**config.mk**
```make
export PLATFORM = sky130hd
export DESIGN_NAME = accum_32_bit
export DESIGN_NICKNAME = d
export VERILOG_FILES = /design/src/rtl/accum_32_bit_pkg.sv /design/src/rtl/accum_32_bit_add_sub_32.sv /design/src/rtl/accum_32_bit.sv
export SDC_FILE = /design/constraint.sdc
export NUM_CORES = 1
export LEC_CHECK = 0
export BUFFER_PORTS_ARGS = -buffer_cell sky130_fd_sc_hd__buf_4
export CAP_MARGIN = 10
export CORE_MARGIN = 1
export CORE_UTILIZATION = 45
export CTS_BUF_LIST = sky130_fd_sc_hd__clkbuf_4 sky130_fd_sc_hd__clkbuf_8
export CTS_CLUSTER_DIAMETER = 50
export DETAILED_ROUTE_END_ITERATION = 7
export PLACE_DENSITY = 0.67
export SLEW_MARGIN = 20
export SYNTH_ARGS = -nofsm -noshare
export SYNTH_HDL_FRONTEND = slang
export SYNTH_SLANG_ARGS = --single-unit
```
**constraint.sdc**
```tcl
create_clock -name clk -period 6.3 [get_ports clk]
set_input_delay 0.63 -clock clk [delete_from_list [all_inputs] [get_ports clk]]
set_output_delay 0.63 -clock clk [all_outputs]
set_load 0.1 [all_outputs]
```
**src/rtl/accum_32_bit_pkg.sv**
```systemverilog
`default_nettype none
// ============================================================================
// Module      : accum_32_bit_pkg
// Description : Shared opcodes, FSM encoding and saturation limits for the
//               accum_32_bit accumulator.
// Revision    : 1.0 - initial release
// ============================================================================
package accum_32_bit_pkg;

  localparam int ACC_W = 32;

  localparam logic [1:0] OP_ADD   = 2'b00;
  localparam logic [1:0] OP_SUB   = 2'b01;
  localparam logic [1:0] OP_LOAD  = 2'b10;
  localparam logic [1:0] OP_CLEAR = 2'b11;

  typedef enum logic [1:0] {
    IDLE = 2'd0,
    EXEC = 2'd1,
    DONE = 2'd2
  } state_t;

  // Signed extremes used as clamp targets when saturation is built in
  localparam logic [ACC_W-1:0] SAT_MAX = {1'b0, {(ACC_W-1){1'b1}}};
  localparam logic [ACC_W-1:0] SAT_MIN = {1'b1, {(ACC_W-1){1'b0}}};

endpackage
`default_nettype wire

```
**src/rtl/accum_32_bit_add_sub_32.sv**
```systemverilog
`default_nettype none
// ============================================================================
// Module      : add_sub_32
// Description : Combinational add/subtract built from two WIDTH/2 ripple
//               halves; reports carry-out and signed overflow.
// Revision    : 1.0 - initial release
// ============================================================================
module add_sub_32 #(
  parameter int WIDTH = 32
) (
  input  logic [WIDTH-1:0] a,
  input  logic [WIDTH-1:0] b,
  input  logic             sub,
  output logic [WIDTH-1:0] sum,
  output logic             cout,
  output logic             ovf
);

  localparam int HALF = WIDTH / 2;

  logic [WIDTH-1:0] w_b;
  logic [HALF-1:0]  w_sum_lo;
  logic [HALF-1:0]  w_sum_hi;
  logic             w_c_mid;
  logic             w_c_out;

  // Subtraction is a + ~b + 1; the +1 enters as carry-in of the low half
  assign w_b = b ^ {WIDTH{sub}};

  assign {w_c_mid, w_sum_lo} = {1'b0, a[HALF-1:0]} + {1'b0, w_b[HALF-1:0]}
                             + {{HALF{1'b0}}, sub};
  assign {w_c_out, w_sum_hi} = {1'b0, a[WIDTH-1:HALF]} + {1'b0, w_b[WIDTH-1:HALF]}
                             + {{HALF{1'b0}}, w_c_mid};

  assign sum  = {w_sum_hi, w_sum_lo};
  assign cout = w_c_out;
  assign ovf  = (a[WIDTH-1] == w_b[WIDTH-1]) && (sum[WIDTH-1] != a[WIDTH-1]);

endmodule
`default_nettype wire

```
**src/rtl/accum_32_bit.sv**
```systemverilog
`default_nettype none
// ============================================================================
// Module      : accum_32_bit
// Description : Handshaked 32-bit accumulator (ADD/SUB/LOAD/CLEAR) wrapping
//               add_sub_32. Define ACCUM_SATURATE_EN to clamp acc on overflow.
// Revision    : 1.0 - initial release
// ============================================================================
module accum_32_bit
  import accum_32_bit_pkg::*;
#(
  parameter int WIDTH = ACC_W
) (
  input  logic             clk,
  input  logic             rst_n,
  input  logic             in_valid,
  output logic             in_ready,
  input  logic [WIDTH-1:0] in_data,
  input  logic [1:0]       in_op,
  output logic             out_valid,
  input  logic             out_ready,
  output logic [WIDTH-1:0] acc,
  output logic             carry,
  output logic             ovf,
  output logic             ovf_sticky
);

  state_t           r_state;
  state_t           w_next;
  logic [WIDTH-1:0] r_data;
  logic [1:0]       r_op;
  logic [WIDTH-1:0] r_acc;
  logic             r_carry;
  logic             r_ovf;
  logic             r_sticky;

  logic [WIDTH-1:0] w_sum;
  logic [WIDTH-1:0] w_arith;
  logic             w_cout;
  logic             w_ovf;

  add_sub_32 #(.WIDTH(WIDTH)) u_add_sub (
    .a    (r_acc),
    .b    (r_data),
    .sub  (r_op == OP_SUB),
    .sum  (w_sum),
    .cout (w_cout),
    .ovf  (w_ovf)
  );

`ifdef ACCUM_SATURATE_EN
  localparam logic [WIDTH-1:0] c_SAT_MAX = {1'b0, {(WIDTH-1){1'b1}}};
  localparam logic [WIDTH-1:0] c_SAT_MIN = {1'b1, {(WIDTH-1){1'b0}}};

  // Overflow can only occur with like-signed operands, so acc's sign gives direction
  assign w_arith = w_ovf ? (r_acc[WIDTH-1] ? c_SAT_MIN : c_SAT_MAX) : w_sum;
`else
  assign w_arith = w_sum;
`endif

  always_ff @(posedge clk or negedge rst_n) begin
    if (!rst_n) begin
      r_state <= IDLE;
    end else begin
      r_state <= w_next;
    end
  end

  always_comb begin
    w_next    = r_state;
    in_ready  = 1'b0;
    out_valid = 1'b0;
    case (r_state)
      IDLE: begin
        in_ready = 1'b1;
        if (in_valid) w_next = EXEC;
      end
      EXEC: w_next = DONE;
      DONE: begin
        out_valid = 1'b1;
        if (out_ready) w_next = IDLE;
      end
      default: w_next = IDLE;
    endcase
  end

  always_ff @(posedge clk or negedge rst_n) begin
    if (!rst_n) begin
      r_data <= '0;
      r_op   <= OP_ADD;
    end else if (r_state == IDLE && in_valid) begin
      r_data <= in_data;
      r_op   <= in_op;
    end
  end

  always_ff @(posedge clk or negedge rst_n) begin
    if (!rst_n) begin
      r_acc    <= '0;
      r_carry  <= 1'b0;
      r_ovf    <= 1'b0;
      r_sticky <= 1'b0;
    end else if (r_state == EXEC) begin
      case (r_op)
        OP_ADD, OP_SUB: begin
          r_acc    <= w_arith;
          r_carry  <= w_cout;
          r_ovf    <= w_ovf;
          r_sticky <= r_sticky | w_ovf;
        end
        OP_LOAD: begin
          r_acc   <= r_data;
          r_carry <= 1'b0;
          r_ovf   <= 1'b0;
        end
        default: begin
          r_acc    <= '0;
          r_carry  <= 1'b0;
          r_ovf    <= 1'b0;
          r_sticky <= 1'b0;
        end
      endcase
    end
  end

  assign acc        = r_acc;
  assign carry      = r_carry;
  assign ovf        = r_ovf;
  assign ovf_sticky = r_sticky;

endmodule
`default_nettype wire
```
==> flow_summary_export.csv <==
group,metric,value,unit
yosys,synth.area.top_cells,"dfrtp_1, mux2_2, ha_1",
floorplanning,ios,75,
global_route,grt_pass1_wl,16600,um
placement,placed_cells,658,
placement,routabilityCongestion,0.890,
sta,rsz0062_at_grt,"false",
detailed_routing,wire_per_inst,15.2,um
sta,max_freq,0.205,GHz
flow_run,drv_cap,0,
sta,slew_viol_final,0,
detailed_routing,dr_total_vias,3664,
setup_path,required,6.56,ns
final_layout,synthToLayoutAreaGrowth,18.6,%
global_route,grt.overflow.total,0,
cts,clk_pin_slew,0.07,ns
yosys,postSynthCellCount,468,
sta,relSlewSlack,0.291,
yosys,synthTopCellsByCount,"dfrtp_1, xnor2_1, o21ai_0, a21oi_1, nand2_1",
cts,clock-sinks,71,
yosys,postSynthAreaPerCell,9.79,um2
setup_path,r2r_slack,1.42,ns
setup_path,criticalPathCategory,"reg2reg",
yosys,yosysTopAreaCell,"dfrtp_1",
sta,fin_skew,0.00834,ns
sta,fin_crit_sh,0.774,
global_route,grt_pass1_vias,3537,
global_route,grt_max_degree,72,
setup_path,r2r_cells,19,
setup_path,reg2reg_to,"acc[31]",
setup_path,crit_arrival,5.14,ns
floorplanning,die_area,0.0106,mm2
cts,clk_latency,0.35,ns
yosys,synth-async-reset-ratio,1.00,
floorplanning,core_area,0.00982,mm2
cts,htree_num_levels,3,
sta,holdWs,0.388,ns
global_route,antenna_found_initial,0,
yosys,synthesis.area,0.00458,mm2
final_layout,final_nets,607,
placement,io_buffers,74,
yosys,synth_edf_count,0,
yosys,synth_nets,539,
final_layout,stdcell_count,672,
detailed_routing,first_pass_iters,4,
sta,fin_setup_tns,0,ns
yosys,yosys_warnings,0,
final_layout,antennaDiodeCount,0,
cts,cts_buffer_depth,2,
placement,hpwl,7200,um
cts,cts_setup_buffers,0,
cts,holdBufCountCts,0,
sta,period_needed,4.88,ns
cts,clockRootBuffer,"clkbuf_8",
yosys,ys_types,48,
cts,cts_tree,"yes",
setup_path,end_kind,"flop",
detailed_routing,wl,10200,um
yosys,synthFlopType,"dfrtp_1",
setup_path,critPathMaxFanout,16,
final_layout,fillerInstances,886,
detailed_routing,drt_iter0_drc,166,
floorplanning,die_w,103,um
detailed_routing,drtAntennaViolNets,0,
floorplanning,start_util,0.466,
yosys,synth_top_area_frac,0.388,
cts,cts_buffers,9,
detailed_routing,drc,0,
sta,setup_viol,0,
detailed_routing,via_per_inst,5.45,
placement,placed_area,0.00526,mm2
cts,post_cts_resize_count,0,
sta,worst_pin_slew,1.06,ns
setup_path,critPathLaunchType,"flop",
status,status,"finished, final reports clean",
yosys,synth_seq_cells,71,
yosys,synth_seq_area_share,0.388,
floorplanning,die_y,103,um
setup_path,r2r-start,"r_op[1]",
global_route,track_usage,0.205,
final_layout,drive_gt1_frac,0.258,
worst_hold_path,hold_path_class,"in2async",
sta,hold_viol_final,0,
yosys,synth.most_common_cell,"dfrtp_1",
floorplanning,num_rows,36,
final_layout,design_area,0.00543,mm2
[worst max-delay path by stage]
stage            start  cells past startpoint  slack [ns]  endpoint
2_1_floorplan  r_op[1]                     22        1.50   acc[26]
3_3_place_gp   r_op[1]                     19        1.61   acc[26]
3_5_place_dp   r_op[1]                     19        1.44   acc[31]
4_1_cts        r_op[1]                     19        1.40   acc[31]
5_1_grt        r_op[1]                     20        0.98   acc[28]
6_report       r_op[1]                     19        1.42   acc[31]
[registers in the layout, indices dropped and copies added, names as in the netlist]
signal,flops
acc,32
carry,1
ovf,1
ovf_sticky,1
r_data,32
r_op,2
r_state,2
[area by class of cell]
cell class	count	area, um2	area share
Clock inverter	1	5.00	0.000921
Clock buffer	13	166	0.0306
Tap cell	133	166	0.0306
Sequential cell	71	1780	0.327
Multi-Input combinational cell	367	2700	0.496
Timing Repair Buffer	79	593	0.109
Inverter	8	30.0	0.00553
[layout by cell type, fill, tap and decap left out, types with 3 or more instances in the layout]
master	count
nor3_1	6
fa_1	3
nand2_1	39
a22oi_1	12
buf_4	79
nand2b_1	5
a21o_1	9
nor2b_1	11
mux2_2	36
dfrtp_1	71
ha_1	30
nor2_1	26
nand3_1	5
clkbuf_8	11
a31oi_1	5
xnor2_1	41
o221ai_1	4
a211oi_1	3
a21boi_0	3
inv_1	8
xor2_1	14
o21ai_0	40
o21a_1	4
a21oi_1	39
[cells by family (layout without fill, tap and decap cells)]
kind of cell             after synthesis  after routing  synth area share
XOR/XNOR                              55             55             0.105
flip-flops                            71             71             0.388
multiplexers                          36             36            0.0885
buffers and inverters                 30            101            0.0246
adder cells (fa/ha/maj)               33             33            0.0951
AND/OR/NAND/NOR                      104            104             0.104
AO/OA/AOI/OAI                        139            139             0.195
[per-stage QoR]
step / setup WS, ns / util
after CTS: 1.40 / 0.553
final: 1.42 / 0.553
after global routing: 0.978 / 0.553
after global placement: 1.61 / 0.536
after floorplan: 1.50 / -
after detailed placement: 1.44 / 0.536
[critical path, stage by stage (launching register included)]
cell and delay, ns:
dfrtp_1 0.37, nand2b_2 0.43, xnor2_1 0.27, fa_1 0.45, a21oi_1 0.20, o21ai_0 0.14, a21oi_1 0.24, a21oi_1 0.15
a221o_1 0.40, a21o_1 0.18, a21oi_1 0.16, fa_1 0.24, nor2b_1 0.06, o21ai_0 0.28, o2111ai_1 0.16, a31oi_2 0.27
o21ai_2 0.15, nand2_1 0.12, mux2_2 0.34, o21ai_0 0.16
[metal layers]
layer | global-route usage | routed length [um]
met3 | 0.0305 | 329
met4 | 0.0791 | 126
met5 | 0 | 0
met2 | 0.346 | 4860
met1 | 0.265 | 4870
Power is not shown: default switching activity piles up to over one toggle a cycle in this logic, so the estimate is an artifact.
